### src/rtl/rgmii_pkg.sv
// Shared types, framing constants and the byte-wise CRC-32 step for the RGMII
// transmit path.
package rgmii_pkg;

  typedef enum logic [2:0] {
    ST_IDLE  = 3'd0,
    ST_PRE   = 3'd1,
    ST_SFD   = 3'd2,
    ST_DATA  = 3'd3,
    ST_PAD   = 3'd4,
    ST_FCS   = 3'd5,
    ST_IFG   = 3'd6,
    ST_DRAIN = 3'd7
  } state_e;

  localparam logic [7:0]  PREAMBLE_BYTE = 8'h55;
  localparam logic [7:0]  SFD_BYTE      = 8'hD5;
  localparam logic [15:0] PRE_LEN       = 16'd7;
  localparam logic [31:0] CRC_INIT      = 32'hFFFF_FFFF;
  localparam logic [31:0] CRC_POLY      = 32'hEDB8_8320;

  // Reflected CRC-32 over one byte, LSB first; the loop unrolls into 8 steps.
  function automatic logic [31:0] crc32_byte(input logic [31:0] crc, input logic [7:0] data);
    logic [31:0] c;
    c = crc ^ {24'h00_0000, data};
    for (int i = 0; i < 8; i++) begin
      c = c[0] ? ({1'b0, c[31:1]} ^ CRC_POLY) : {1'b0, c[31:1]};
    end
    return c;
  endfunction

endpackage

### src/rtl/rgmii_tx_ctrl.sv
// RGMII transmit framing: preamble/SFD, zero padding, FCS and inter-frame gap,
// presented as registered rising/falling nibble pairs for the DDR output cells.
module rgmii_tx_ctrl
  import rgmii_pkg::*;
#(
  parameter int IFG_BYTES = 12,
  parameter int MIN_BYTES = 60,
  parameter bit PAD_EN    = 1'b1
) (
  input  logic        SCLK,
  input  logic        RST,
  input  logic [7:0]  s_data,
  input  logic        s_valid,
  input  logic        s_last,
  input  logic        s_err,
  output logic        s_ready,
  output logic [3:0]  txd_d0,
  output logic [3:0]  txd_d1,
  output logic        txctl_d0,
  output logic        txctl_d1,
  output logic        busy,
  output logic [15:0] frame_cnt,
  output logic [7:0]  underrun_cnt
);

  localparam logic [15:0] IFG_W = 16'(IFG_BYTES);
  localparam logic [15:0] MIN_W = 16'(MIN_BYTES);

  state_e      state_q, state_d;
  logic [7:0]  data_q, data_d;
  logic        en_q, en_d;
  logic        er_q, er_d;
  logic [31:0] crc_q, crc_d;
  logic [15:0] cnt_q, cnt_d;
  logic [15:0] ifg_q, ifg_d;
  logic [15:0] frame_q, frame_d;
  logic [7:0]  und_q, und_d;
  logic [31:0] fcs_word_s;
  logic [7:0]  fcs_byte_s;

  assign fcs_word_s = ~crc_q;
  assign fcs_byte_s = fcs_word_s[{cnt_q[1:0], 3'b000} +: 8];

  // State, output symbol and counter registers.
  always_ff @(posedge SCLK) begin
    if (RST) begin
      state_q <= ST_IDLE;
      data_q  <= 8'h00;
      en_q    <= 1'b0;
      er_q    <= 1'b0;
      crc_q   <= 32'h0000_0000;
      cnt_q   <= 16'd0;
      ifg_q   <= 16'd0;
      frame_q <= 16'd0;
      und_q   <= 8'd0;
    end else begin
      state_q <= state_d;
      data_q  <= data_d;
      en_q    <= en_d;
      er_q    <= er_d;
      crc_q   <= crc_d;
      cnt_q   <= cnt_d;
      ifg_q   <= ifg_d;
      frame_q <= frame_d;
      und_q   <= und_d;
    end
  end

  // Next-state and next-symbol decode.
  always_comb begin
    state_d = state_q;
    data_d  = 8'h00;
    en_d    = 1'b0;
    er_d    = 1'b0;
    crc_d   = crc_q;
    cnt_d   = cnt_q;
    ifg_d   = ifg_q;
    frame_d = frame_q;
    und_d   = und_q;
    case (state_q)
      ST_IDLE: begin
        if (s_valid) begin
          data_d  = PREAMBLE_BYTE;
          en_d    = 1'b1;
          cnt_d   = 16'd1;
          state_d = ST_PRE;
        end else begin
          state_d = ST_IDLE;
        end
      end
      ST_PRE: begin
        data_d  = PREAMBLE_BYTE;
        en_d    = 1'b1;
        cnt_d   = cnt_q + 16'd1;
        state_d = (cnt_q + 16'd1 >= PRE_LEN) ? ST_SFD : ST_PRE;
      end
      ST_SFD: begin
        data_d  = SFD_BYTE;
        en_d    = 1'b1;
        crc_d   = CRC_INIT;
        cnt_d   = 16'd0;
        state_d = ST_DATA;
      end
      ST_DATA: begin
        if (s_valid) begin
          data_d = s_data;
          en_d   = 1'b1;
          er_d   = s_err;
          crc_d  = crc32_byte(crc_q, s_data);
          cnt_d  = cnt_q + 16'd1;
          if (s_last && PAD_EN && (cnt_q + 16'd1 < MIN_W)) begin
            state_d = ST_PAD;
          end else if (s_last) begin
            cnt_d   = 16'd0;
            state_d = ST_FCS;
          end else begin
            state_d = ST_DATA;
          end
        end else begin
          // Underrun: poison the frame with a tx_er byte and discard the rest.
          en_d    = 1'b1;
          er_d    = 1'b1;
          und_d   = (und_q == 8'hFF) ? und_q : und_q + 8'd1;
          ifg_d   = 16'd0;
          state_d = ST_DRAIN;
        end
      end
      ST_PAD: begin
        en_d  = 1'b1;
        crc_d = crc32_byte(crc_q, 8'h00);
        if (cnt_q + 16'd1 >= MIN_W) begin
          cnt_d   = 16'd0;
          state_d = ST_FCS;
        end else begin
          cnt_d   = cnt_q + 16'd1;
          state_d = ST_PAD;
        end
      end
      ST_FCS: begin
        data_d = fcs_byte_s;
        en_d   = 1'b1;
        cnt_d  = cnt_q + 16'd1;
        if (cnt_q[1:0] == 2'd3) begin
          frame_d = frame_q + 16'd1;
          ifg_d   = 16'd0;
          state_d = ST_IFG;
        end else begin
          state_d = ST_FCS;
        end
      end
      ST_IFG: begin
        ifg_d   = ifg_q + 16'd1;
        state_d = (ifg_q + 16'd1 >= IFG_W) ? ST_IDLE : ST_IFG;
      end
      ST_DRAIN: begin
        // The gap already elapses while the tail of the aborted frame is discarded.
        ifg_d = (ifg_q < IFG_W) ? ifg_q + 16'd1 : ifg_q;
        if (s_valid && s_last) begin
          state_d = (ifg_q + 16'd1 >= IFG_W) ? ST_IDLE : ST_IFG;
        end else begin
          state_d = ST_DRAIN;
        end
      end
      default: begin
        state_d = ST_IDLE;
      end
    endcase
  end

  assign s_ready      = (state_q == ST_DATA) || (state_q == ST_DRAIN);
  assign busy         = (state_q != ST_IDLE);
  assign txd_d0       = data_q[3:0];
  assign txd_d1       = data_q[7:4];
  assign txctl_d0     = en_q;
  assign txctl_d1     = en_q ^ er_q;
  assign frame_cnt    = frame_q;
  assign underrun_cnt = und_q;

endmodule

### config.mk
export PLATFORM = sky130hd
export DESIGN_NAME = rgmii_tx_ctrl
export DESIGN_NICKNAME = d
export VERILOG_FILES = /design/src/rtl/rgmii_pkg.sv /design/src/rtl/rgmii_tx_ctrl.sv
export SDC_FILE = /design/constraint.sdc
export NUM_CORES = 1
export LEC_CHECK = 0
export ABC_CLOCK_PERIOD_IN_PS = 2900
export CAP_MARGIN = 10
export CORE_ASPECT_RATIO = 1.25
export CORE_MARGIN = 1
export CORE_UTILIZATION = 60
export DETAILED_ROUTE_END_ITERATION = 16
export PLACE_DENSITY = 0.81
export SLEW_MARGIN = 5
export SYNTH_ARGS = -nofsm -noshare
export SYNTH_HDL_FRONTEND = slang
export SYNTH_SLANG_ARGS = --single-unit
### constraint.sdc
create_clock -name SCLK -period 2.9 [get_ports SCLK]
set_input_delay 0.725 -clock SCLK [delete_from_list [all_inputs] [get_ports SCLK]]
set_output_delay 0.725 -clock SCLK [all_outputs]
set_load 0.01 [all_outputs]
==> results.yml <==
pwr:
  p_total_mw: 2.97
  powerDensity_mw_per_mm2: 379
  power.leakage_nw: 2.83
  ir_worst_vdd_mv: 0.335
cts:
  root_buffer: "clkbuf_16"
  tritoncts: "built"
  clock_path_buffers: 2
  h-tree-depth: 3
  insertion_delay_ns: 0.35
  cts.clk_slew.worst_paths_ns: 0.07
  cts.sink_count: 101
  cts_buffers: 9
  cts_hold_buf: 0
cells_and_area:
  areaGrowthSynthToFinish_pct: 16.6
  nNetsFinal: 915
  fin_cells: 1034
  num_antenna_cells: 0
  fillers: 862
  drive_gt1_share_pct: 11.9
  final_area_mm2: 0.00783
die:
  rows: 42
  start_util_pct: 62.6
  die-area_mm2: 0.0116
  die_w_um: 96.6
  fp.dieH_um: 120
  core_area_mm2: 0.0107
  ioPinCount: 49
synth:
  synth_compound_area_share_pct: 16.9
  synth-seq-cells: 101
  synth_mux_area_share_pct: 3.80
  netlist_area_mm2: 0.00671
  ys_seq_area_share_pct: 30.1
  synth-edff-count: 0
  synthAdderAreaFrac_pct: 0.932
  synthCells: 841
  synthXorXnorAreaFrac_pct: 21.6
  synth_top_family_by_area: "simple AND/OR/NAND/NOR gates"
  syn_avg_cell_area_um2: 7.98
  synthSimpleGateAreaFrac_pct: 22.1
  ys_warn_count: 0
  synthArstFlopShare_pct: 0
  synth.distinct_cells: 67
  syn_nets: 859
  synthFlopType: "dfxtp_1"
sta:
  slew_viol_final: 0
  maxSlewHeadroom_pct: 52.7
  setup_viol: 0
  rsz0062_at_grt: "no"
  min_period_ns: 2.63
  hold_viol_final: 0
  period_share_pct: 90.6
  fmax_ghz: 0.381
  clock_skew_ns: 0.00876
  worst_pin_slew_ns: 0.708
outcome:
  status: "finished clean"
placed_design:
  routabilityCongestion: 0.976
  placed_cells: 1018
  place_hpwl_um: 13500
  portBuffers: 48
  placed_area_mm2: 0.00754
routing:
  first_iter_violations: 477
  remaining_drc_errors: 0
  avgRoutedWirePerCell_um: 18.4
  drt-total-wl_um: 19000
  ant_nets: 0
  vias: 6528
  first_pass_iters: 8
  vias_per_cell: 6.31
setup_path:
  cp_max_fo: 2
  cpMaxStageDelayCell: "clkdlybuf4s50_1"
  ff2ff_path_depth: 8
  crit_type: "in2reg"
  start_kind: "primary input"
  critPathArrivalTime_ns: 2.85
  path_delay_family: "XOR/XNOR gates"
  crit_path_end_kind: "register"
  r2r_slack_ns: 0.28
  max_stage_delay_ns: 0.45
  crit_chain: "clkdlybuf4s50_1, xnor2_1, xor3_2, xor2_1, xnor2_1, xnor2_1, a221oi_1, nor3_1"
  crit_top_cell: "xnor2_1"
  crit_required_ns: 3.12
  critPathBufInv: 1
  crit_cells: 8
global_routing:
  grt_pass1_vias: 6457
  grt_remaining_overflow: 0
  grt_antenna_before_repair: 0
  grt_pass1_wl_um: 31700
  grt_use_total_pct: 35.0
  grt_max_degree: 87
hold_path:
  hold_path_class: "reg2reg"
  min_path_cells: 2
job:
  max-cap-violations: 0
layout make-up:
cell class / count / area, um^2 / area share, %
well taps: 132 / 165 / 2.11
inverters: 14 / 52.6 / 0.671
clock buffers: 9 / 225 / 2.88
clock inverters: 7 / 53.8 / 0.687
multi-input cells: 665 / 4390 / 56.0
repair buffers: 106 / 923 / 11.8
flip-flops and latches: 101 / 2020 / 25.8
path summary, 6_finish.rpt:
| path | start | to |
|---|---|---|
| worst max-delay path | s_data[0] | crc_q[19]$_SDFFE_PP0P_ |
| worst min-delay path | cnt_q[15]$_SDFFE_PP0P_ | cnt_q[15]$_SDFFE_PP0P_ |
| worst max register to register | cnt_q[0]$_SDFFE_PP0P_ | cnt_q[8]$_SDFFE_PP0P_ |
| worst min register to register | cnt_q[15]$_SDFFE_PP0P_ | cnt_q[15]$_SDFFE_PP0P_ |
power by group:
group,switching (mW),internal (mW)
Combinational,0.212,0.183
Sequential,0.00891,1.39
Clock,0.576,0.594
metal layers:
metal  routed length [um]  GRT usage, %
met5                    0             0
met2                 9160          56.7
met3                 1580          6.23
met1                 7240          42.2
met4                 1060          21.9
tightest hold or removal path, cell delays in order (launching register included):
cell and delay [ns]:
dfxtp_1 0.35, a21oi_1 0.07, nor2_1 0.07
sequential cells by signal, summed over array words and instances, names as in the netlist:
| name | cells |
|---|---|
| er_q | 1 |
| crc_q | 32 |
| cnt_q | 16 |
| underrun_cnt | 8 |
| data_q | 8 |
| frame_cnt | 16 |
| ifg_q | 16 |
| state_q | 3 |
| txctl_d0 | 1 |
through the flow:
stage,TNS [ns],setup slack (ns),utilization (%),hold WS (ns)
6_report,0,0.273,73.0,0.513
5_1_grt,0,0.0743,73.0,0.540
4_1_cts,0,0.249,73.0,0.519
2_1_floorplan,0,0.335,-,0.476
3_3_place_gp,0,0.0151,70.4,0.490
3_5_place_dp,-0.139,-0.0704,70.4,0.505
logic make-up after synthesis:
kind of cell | count (synthesis)
adders and majority gates | 5
muxes | 15
buffers and inverters | 75
AOI/OAI and AO/OA | 182
and+or+nand+nor | 311
DFF | 101
xor gates and xnor gates | 152
cells in the mapped netlist (all sizes together) (2+ instances only):
cell type / number / area share, %
a21oi: 62 / 4.6
buf: 19 / 1.5
a221oi: 7 / 0.91
nor4: 8 / 0.75
a31o: 2 / 0.26
nor2b: 4 / 0.37
nand4: 14 / 1.3
nand2: 63 / 3.5
mux4: 8 / 2.7
a211oi: 14 / 1.6
o21ai: 41 / 3.1
mux2i: 6 / 0.89
or4: 4 / 0.45
dfxtp: 101 / 30
clkbuf: 42 / 2.3
o211ai: 3 / 0.34
a21boi: 2 / 0.22
ha: 5 / 0.93
and4: 7 / 0.91
a311o: 2 / 0.30
a22o: 2 / 0.39
nand3: 33 / 2.5
nor2: 106 / 5.9
a31oi: 12 / 1.1
o31ai: 4 / 0.45
a22oi: 3 / 0.34
o221ai: 3 / 0.39
o22ai: 9 / 0.84
inv: 14 / 0.78
xnor2: 91 / 13
or2: 6 / 0.56
and2: 3 / 0.28
a2111oi: 3 / 0.39
nor3: 35 / 2.8
or3: 14 / 1.3
and3: 6 / 0.56
nor3b: 2 / 0.22
xor2: 60 / 8.6
a21o: 4 / 0.45
nand2b: 2 / 0.19
repair_timing:
action,CTS,global route
endpoints found under the hold margin,0,0
resized for setup,0,1
endpoints found under the setup margin,0,2
buffers inserted,0,0
cell usage in the layout (no fill, tap or decap), types with 9 or more instances in the layout:
| cell type | netlist | layout |
|---|---|---|
| o22ai_1 | 9 | 9 |
| nand4_1 | 14 | 14 |
| xor2_1 | 56 | 55 |
| a211oi_1 | 14 | 14 |
| xnor2_1 | 86 | 86 |
| dfxtp_1 | 101 | 101 |
| nor2_1 | 106 | 106 |
| inv_1 | 13 | 13 |
| buf_4 | 4 | 57 |
| nor3_1 | 33 | 33 |
| nand3_1 | 33 | 33 |
| clkbuf_16 | 0 | 9 |
| clkdlybuf4s50_1 | 0 | 47 |
| o21ai_0 | 41 | 41 |
| nand2_1 | 63 | 63 |
| a21oi_1 | 62 | 62 |
| a31oi_1 | 12 | 12 |
| or3_1 | 14 | 14 |
Note: power is estimated with default switching activity, not from simulation.
